==> src/rtl/fp_cmp_pack_sched.sv <==
// Two-requester scheduler for the shared segmented |X| < |Y| comparator, with registered
// per-requester response slots. Define FP_CMP_PACK_EN to pack two FP16 ops into one FP16x2 pass.

package fp_cmp_pkg;
    typedef enum logic {
        FMT_FP32 = 1'b0,
        FMT_FP16 = 1'b1
    } fp_fmt_e;
endpackage

// Segmented magnitude comparator. The operands carry magnitude bits only (sign bit 31 dropped).
// FP32: swaps[1] is the full 31-bit compare. FP16: swaps[0] is the lo lane, swaps[1] the hi lane.
module abs_comparator
    import fp_cmp_pkg::*;
(
    input  logic [30:0] a,
    input  logic [30:0] b,
    input  fp_fmt_e     fmt,
    output logic [1:0]  swaps
);
    logic hi_lt, hi_eq, lo16_lt, lo15_lt;

    assign hi_lt   = a[30:16] < b[30:16];
    assign hi_eq   = a[30:16] == b[30:16];
    assign lo16_lt = a[15:0] < b[15:0];
    assign lo15_lt = a[14:0] < b[14:0];

    assign swaps[0] = lo15_lt;
    assign swaps[1] = (fmt == FMT_FP16) ? hi_lt : (hi_lt || (hi_eq && lo16_lt));
endmodule

module fp_cmp_pack_sched
    import fp_cmp_pkg::*;
#(
    parameter int TAG_W = 4,
    parameter int CNT_W = 16
) (
    input  logic             clk,
    input  logic             rst_n,
    input  logic             req0_valid,
    output logic             req0_ready,
    input  logic             req0_fmt,
    input  logic [31:0]      req0_x,
    input  logic [31:0]      req0_y,
    input  logic [TAG_W-1:0] req0_tag,
    input  logic             req1_valid,
    output logic             req1_ready,
    input  logic             req1_fmt,
    input  logic [31:0]      req1_x,
    input  logic [31:0]      req1_y,
    input  logic [TAG_W-1:0] req1_tag,
    output logic             rsp0_valid,
    input  logic             rsp0_ready,
    output logic             rsp0_swap,
    output logic [TAG_W-1:0] rsp0_tag,
    output logic             rsp1_valid,
    input  logic             rsp1_ready,
    output logic             rsp1_swap,
    output logic [TAG_W-1:0] rsp1_tag,
    output logic [CNT_W-1:0] cnt_issue,
    output logic [CNT_W-1:0] cnt_packed
);
    logic        rr_ptr;
    logic        elig0, elig1, both_elig, pack;
    logic        grant0, grant1, sel1;
    fp_fmt_e     fmt0, fmt1, sel_fmt, op_fmt;
    logic [31:0] sel_x, sel_y;
    logic [30:0] op_a, op_b;
    logic [1:0]  swaps;
    logic        single_swap, res0, res1;
    logic        unused_sign;

    assign fmt0 = fp_fmt_e'(req0_fmt);
    assign fmt1 = fp_fmt_e'(req1_fmt);

    // Gating with rst_n keeps ready low for the whole reset window, not just after an edge.
    assign elig0     = rst_n && req0_valid && (!rsp0_valid || rsp0_ready);
    assign elig1     = rst_n && req1_valid && (!rsp1_valid || rsp1_ready);
    assign both_elig = elig0 && elig1;

`ifdef FP_CMP_PACK_EN
    assign pack = both_elig && (fmt0 == FMT_FP16) && (fmt1 == FMT_FP16);
`else
    assign pack = 1'b0;
`endif

    assign grant0     = pack || (elig0 && (!elig1 || !rr_ptr));
    assign grant1     = pack || (elig1 && (!elig0 || rr_ptr));
    assign req0_ready = grant0;
    assign req1_ready = grant1;

    assign sel1    = grant1 && !pack;
    assign sel_fmt = sel1 ? fmt1 : fmt0;
    assign sel_x   = sel1 ? req1_x : req0_x;
    assign sel_y   = sel1 ? req1_y : req0_y;

    // NOTE: every always_comb output gets a default first, so no path can infer a latch.
    always_comb begin
        op_fmt = sel_fmt;
        op_a   = sel_x[30:0];
        op_b   = sel_y[30:0];
        if (pack) begin
            op_fmt = FMT_FP16;
            op_a   = {req1_x[14:0], req0_x[15:0]};
            op_b   = {req1_y[14:0], req0_y[15:0]};
        end else if (sel_fmt == FMT_FP16) begin
            op_a = {15'd0, sel_x[15:0]};
            op_b = {15'd0, sel_y[15:0]};
        end
    end

    abs_comparator u_cmp (
        .a    (op_a),
        .b    (op_b),
        .fmt  (op_fmt),
        .swaps(swaps)
    );

    assign single_swap = (op_fmt == FMT_FP32) ? swaps[1] : swaps[0];
    assign res0        = pack ? swaps[0] : single_swap;
    assign res1        = pack ? swaps[1] : single_swap;

    // Sign bits never influence a magnitude compare.
    assign unused_sign = ^{req0_x[31], req0_y[31], req1_x[31], req1_y[31]};

    // NOTE: sequential state uses non-blocking assignments so every register samples pre-edge values.
    always_ff @(posedge clk or negedge rst_n) begin
        if (!rst_n) begin
            rsp0_valid <= 1'b0;
            rsp0_swap  <= 1'b0;
            rsp0_tag   <= '0;
        end else if (grant0) begin
            rsp0_valid <= 1'b1;
            rsp0_swap  <= res0;
            rsp0_tag   <= req0_tag;
        end else if (rsp0_ready) begin
            rsp0_valid <= 1'b0;
        end
    end

    always_ff @(posedge clk or negedge rst_n) begin
        if (!rst_n) begin
            rsp1_valid <= 1'b0;
            rsp1_swap  <= 1'b0;
            rsp1_tag   <= '0;
        end else if (grant1) begin
            rsp1_valid <= 1'b1;
            rsp1_swap  <= res1;
            rsp1_tag   <= req1_tag;
        end else if (rsp1_ready) begin
            rsp1_valid <= 1'b0;
        end
    end

    // Round-robin pointer moves only when a contended single grant was made.
    always_ff @(posedge clk or negedge rst_n) begin
        if (!rst_n) begin
            rr_ptr    <= 1'b0;
            cnt_issue <= '0;
        end else begin
            if (both_elig && !pack) rr_ptr <= !rr_ptr;
            if ((grant0 || grant1) && (cnt_issue != '1)) cnt_issue <= cnt_issue + CNT_W'(1);
        end
    end

`ifdef FP_CMP_PACK_EN
    always_ff @(posedge clk or negedge rst_n) begin
        if (!rst_n) begin
            cnt_packed <= '0;
        end else if (pack && (cnt_packed != '1)) begin
            cnt_packed <= cnt_packed + CNT_W'(1);
        end
    end
`else
    assign cnt_packed = '0;
`endif
endmodule

==> config.mk <==
export PLATFORM = sky130hd
export DESIGN_NAME = fp_cmp_pack_sched
export DESIGN_NICKNAME = d
export VERILOG_FILES = /design/src/rtl/fp_cmp_pack_sched.sv
export SDC_FILE = /design/constraint.sdc
export NUM_CORES = 1
export LEC_CHECK = 0
export ABC_AREA = 0
export CORE_MARGIN = 3
export CORE_UTILIZATION = 40
export CTS_BUF_LIST = sky130_fd_sc_hd__clkbuf_2
export CTS_CLUSTER_SIZE = 20
export DETAILED_ROUTE_END_ITERATION = 10
export PLACE_DENSITY = 0.9
export SLEW_MARGIN = 15
export SYNTH_ARGS = -nofsm -noshare
export SYNTH_HDL_FRONTEND = slang
export SYNTH_SLANG_ARGS = --single-unit
==> constraint.sdc <==
create_clock -name clk -period 5.8 [get_ports clk]
set_clock_uncertainty 0.1 [all_clocks]
set_input_delay 0.58 -clock clk [delete_from_list [all_inputs] [get_ports clk]]
set_output_delay 0.58 -clock clk [all_outputs]
set_load 0.03 [all_outputs]
==> reports/metrics.cfg <==
[clock_network]
cts_resized = 0
clkTransAtPathRegs_ps = 150
root_buffer = clkbuf_2
cts_setup_buffers = 0
clk_path_buf_depth = 2
cts.sinks = 29
insertion_delay_ps = 360
cts_buffers = 5
cts_tree = yes
htreeDepth = 2
hold_buffers = 0

[grt]
antenna_found_initial = 0
grt_start_max_net_pins = 54
track_usage = 0.211
grt_first_pass_wirelength_um = 15100
grt_overflow = 0
first_global_vias = 3392

[sta]
rsz0062_at_grt = no
finalSetupViolations = 0
final.setup.tns_ps = 0
post-route-period-util = 0.706
finalMaxSlewViolations = 0
hold_viol = 0
worst_pin_slew_ps = 547
relSlewSlack = 0.635
min_period_ps = 4090
fmax_ghz = 0.244

[place]
gp_congestion = 0.869
dpl.hpwl_um = 7660
dp_cells = 668
io_buffers = 169

[synthesis]
syn_area_per_cell_um2 = 7.18
synth-simple-area-share = 0.331
synth_top_family_by_area = simple AND/OR/NAND/NOR gates
synthFlopType = dfrtp_1
ys_seq_area_frac = 0.241
synth_xor_area_frac = 0.0466
yosys_warnings = 0
synthTopCellsByArea = dfrtp_1 24%, nand2_1 22%, ha_1 13%, mux2i_1 5.3%, a21oi_1 4.2%
ys_seq_elements = 29
synth_compound_area_frac = 0.119
synth-edff-count = 0
synth.top_cell.area_share = 0.241
synth.distinct_cells = 49
synth_mux_area_frac = 0.0570
netlist_instances = 419
synth_top_cell_by_area = dfrtp_1
synth_area_mm2 = 0.00301
synth-adder-area-share = 0.129
async_reset_ff_frac = 1.00

[routing]
routed-via-count = 3368
drt_iter0_drc = 69
wl_per_cell_um = 13.8
drc = 0
ant_nets = 0
drt_wl_total_um = 9310
drt_first_pass_iters = 4
viasPerCell = 4.98

[critical_path]
start_kind = primary input
rr_worst_depth = 14
crit_path_end_kind = flop
path_cells = clkdlybuf4s50_1 > nand2b_4 > nand3_2 > a31o_2 > buf_4 > nand2_1 > and2_1 > nand2_1 > ha_1 > a2111oi_4 > a221oi_2 > a2111oi_1 > o21a_1 > nor2_1 > o311ai_1
cpPeakStageDelay_ps = 480
r2r_start = rsp1_valid
rrSetupSlack_ps = 1960
r2r-end = rsp1_swap
critPathMaxFanout = 53
critical_path.most_common_cell = nand2_1
critical_path_required_ps = 5970
cp_slowest_cell = and2_1
cp.arrival_ps = 4270
worstSetupPathType = in2reg

[floorplan]
fp-row-count = 30
die_h_um = 92.7
die_area_mm2 = 0.00860
io_pins = 190
core_region_area_mm2 = 0.00706
start_util = 0.426
die_w_um = 92.7

[min_path]
min_delay_path_depth = 2
holdPathEnd = rsp1_tag[1]
hp-class = reg2reg
worst_hold_startpoint = rsp1_tag[1]

[finish]
final_cell_mix = 176 x nand2_1, 169 x clkdlybuf4s50_1, 31 x ha_1
area_delta_synth_final_pct = 57.4
final_nets = 754
final_common_cell = nand2_1
n_antenna_cell = 0
drive_above_1_share = 0.0328
n_fill_cell = 625
final_cells = 676

[flow_run]
cap_violations = 0

[power_and_ir_drop]
peakVddDrop_mv = 0.124
leakage_nw = 2.19
power_density_mw_per_mm2 = 209

[status]
status = finished, final reports clean

[synthesized netlist by cell type, types with 3 or more instances]
| library cell | count |
|---|---|
| a21o_1 | 3 |
| o21ai_1 | 3 |
| dfrtp_1 | 29 |
| and3_1 | 6 |
| a211oi_1 | 3 |
| buf_4 | 16 |
| mux2i_1 | 16 |
| xnor2_1 | 10 |
| nand3_1 | 6 |
| and2_1 | 3 |
| inv_1 | 4 |
| nand2_1 | 176 |
| ha_1 | 31 |
| nand2b_1 | 4 |
| nand4_1 | 12 |
| o21ai_0 | 5 |
| a21oi_1 | 25 |
| buf_2 | 5 |
| xor2_1 | 6 |
| clkbuf_1 | 11 |
| nor2_1 | 11 |
[where the power goes]
| part | switching, mW | internal, mW |
|---|---|---|
| registers | 0.0441 | 0.247 |
| logic | 0.317 | 0.286 |
| clock network | 0.0692 | 0.0263 |
| total | 0.431 | 0.559 |
[sequential cells by signal (all words and copies together), names as in the netlist]
name        cells
rsp1_swap       1
rsp0_tag        4
rsp1_tag        4
cnt_issue      16
rsp1_valid      1
rsp0_swap       1
rr_ptr          1
rsp0_valid      1
[kinds of logic after synthesis]
logic type      Yosys count
flops                    29
other cells               1
buf+inv                  40
compound gates           53
xor+xnor                 16
simple gates            232
fa+ha+maj                31
mux                      17
[metal layers]
| layer | track usage | up-vias | part of all wire |
|---|---|---|---|
| met3 | 0.0455 | 16 | 0.064 |
| li1 | - | 1706 | - |
| met1 | 0.231 | 1530 | 0.38 |
| met5 | 0 | - | 0 |
| met2 | 0.405 | 116 | 0.53 |
| met4 | 0.0611 | 0 | 0.021 |
[critical path, delay by kind of cell]
kind	cells	cell delay, ps
fa+ha+maj	1	370
buf+inv	2	740
compound gates	6	1550
simple gates	6	1010
[area by class of cell]
class	count	area, µm²	area share
flip-flops and latches	29	726	0.153
multi-input cells	365	2110	0.446
clock buffers	5	25.0	0.00528
clock inverters	3	12.5	0.00264
inverters	6	25.0	0.00528
well taps	96	120	0.0254
repair buffers	172	1710	0.362
[through the flow]
stage / instance area [µm²] / setup slack [ps] / total power, mW / hold slack, ps / util
floorplan: 3070 / 2490 / 0.655 / 184 / -
global placement: 4700 / 1390 / 0.879 / 358 / 0.666
detailed placement: 4700 / 1290 / 0.899 / 362 / 0.666
CTS: 4740 / 1680 / 1.00 / 397 / 0.671
global route: 4740 / 1450 / 1.07 / 426 / 0.671
finish: 4740 / 1710 / 0.990 / 388 / 0.671
[how the worst max path moves through the flow]
| stage | start | endpoint | slack [ps] |
|---|---|---|---|
| global route | rsp1_ready | rsp1_swap | 1450 |
| floorplan | rsp0_ready | rsp1_swap | 2490 |
| global placement | rsp1_ready | rsp1_swap | 1390 |
| detailed placement | rsp1_ready | rsp1_swap | 1290 |
| finish | rsp1_ready | rsp1_swap | 1710 |
| CTS | rsp1_ready | rsp1_swap | 1680 |
(Power assumes the default switching activity.)
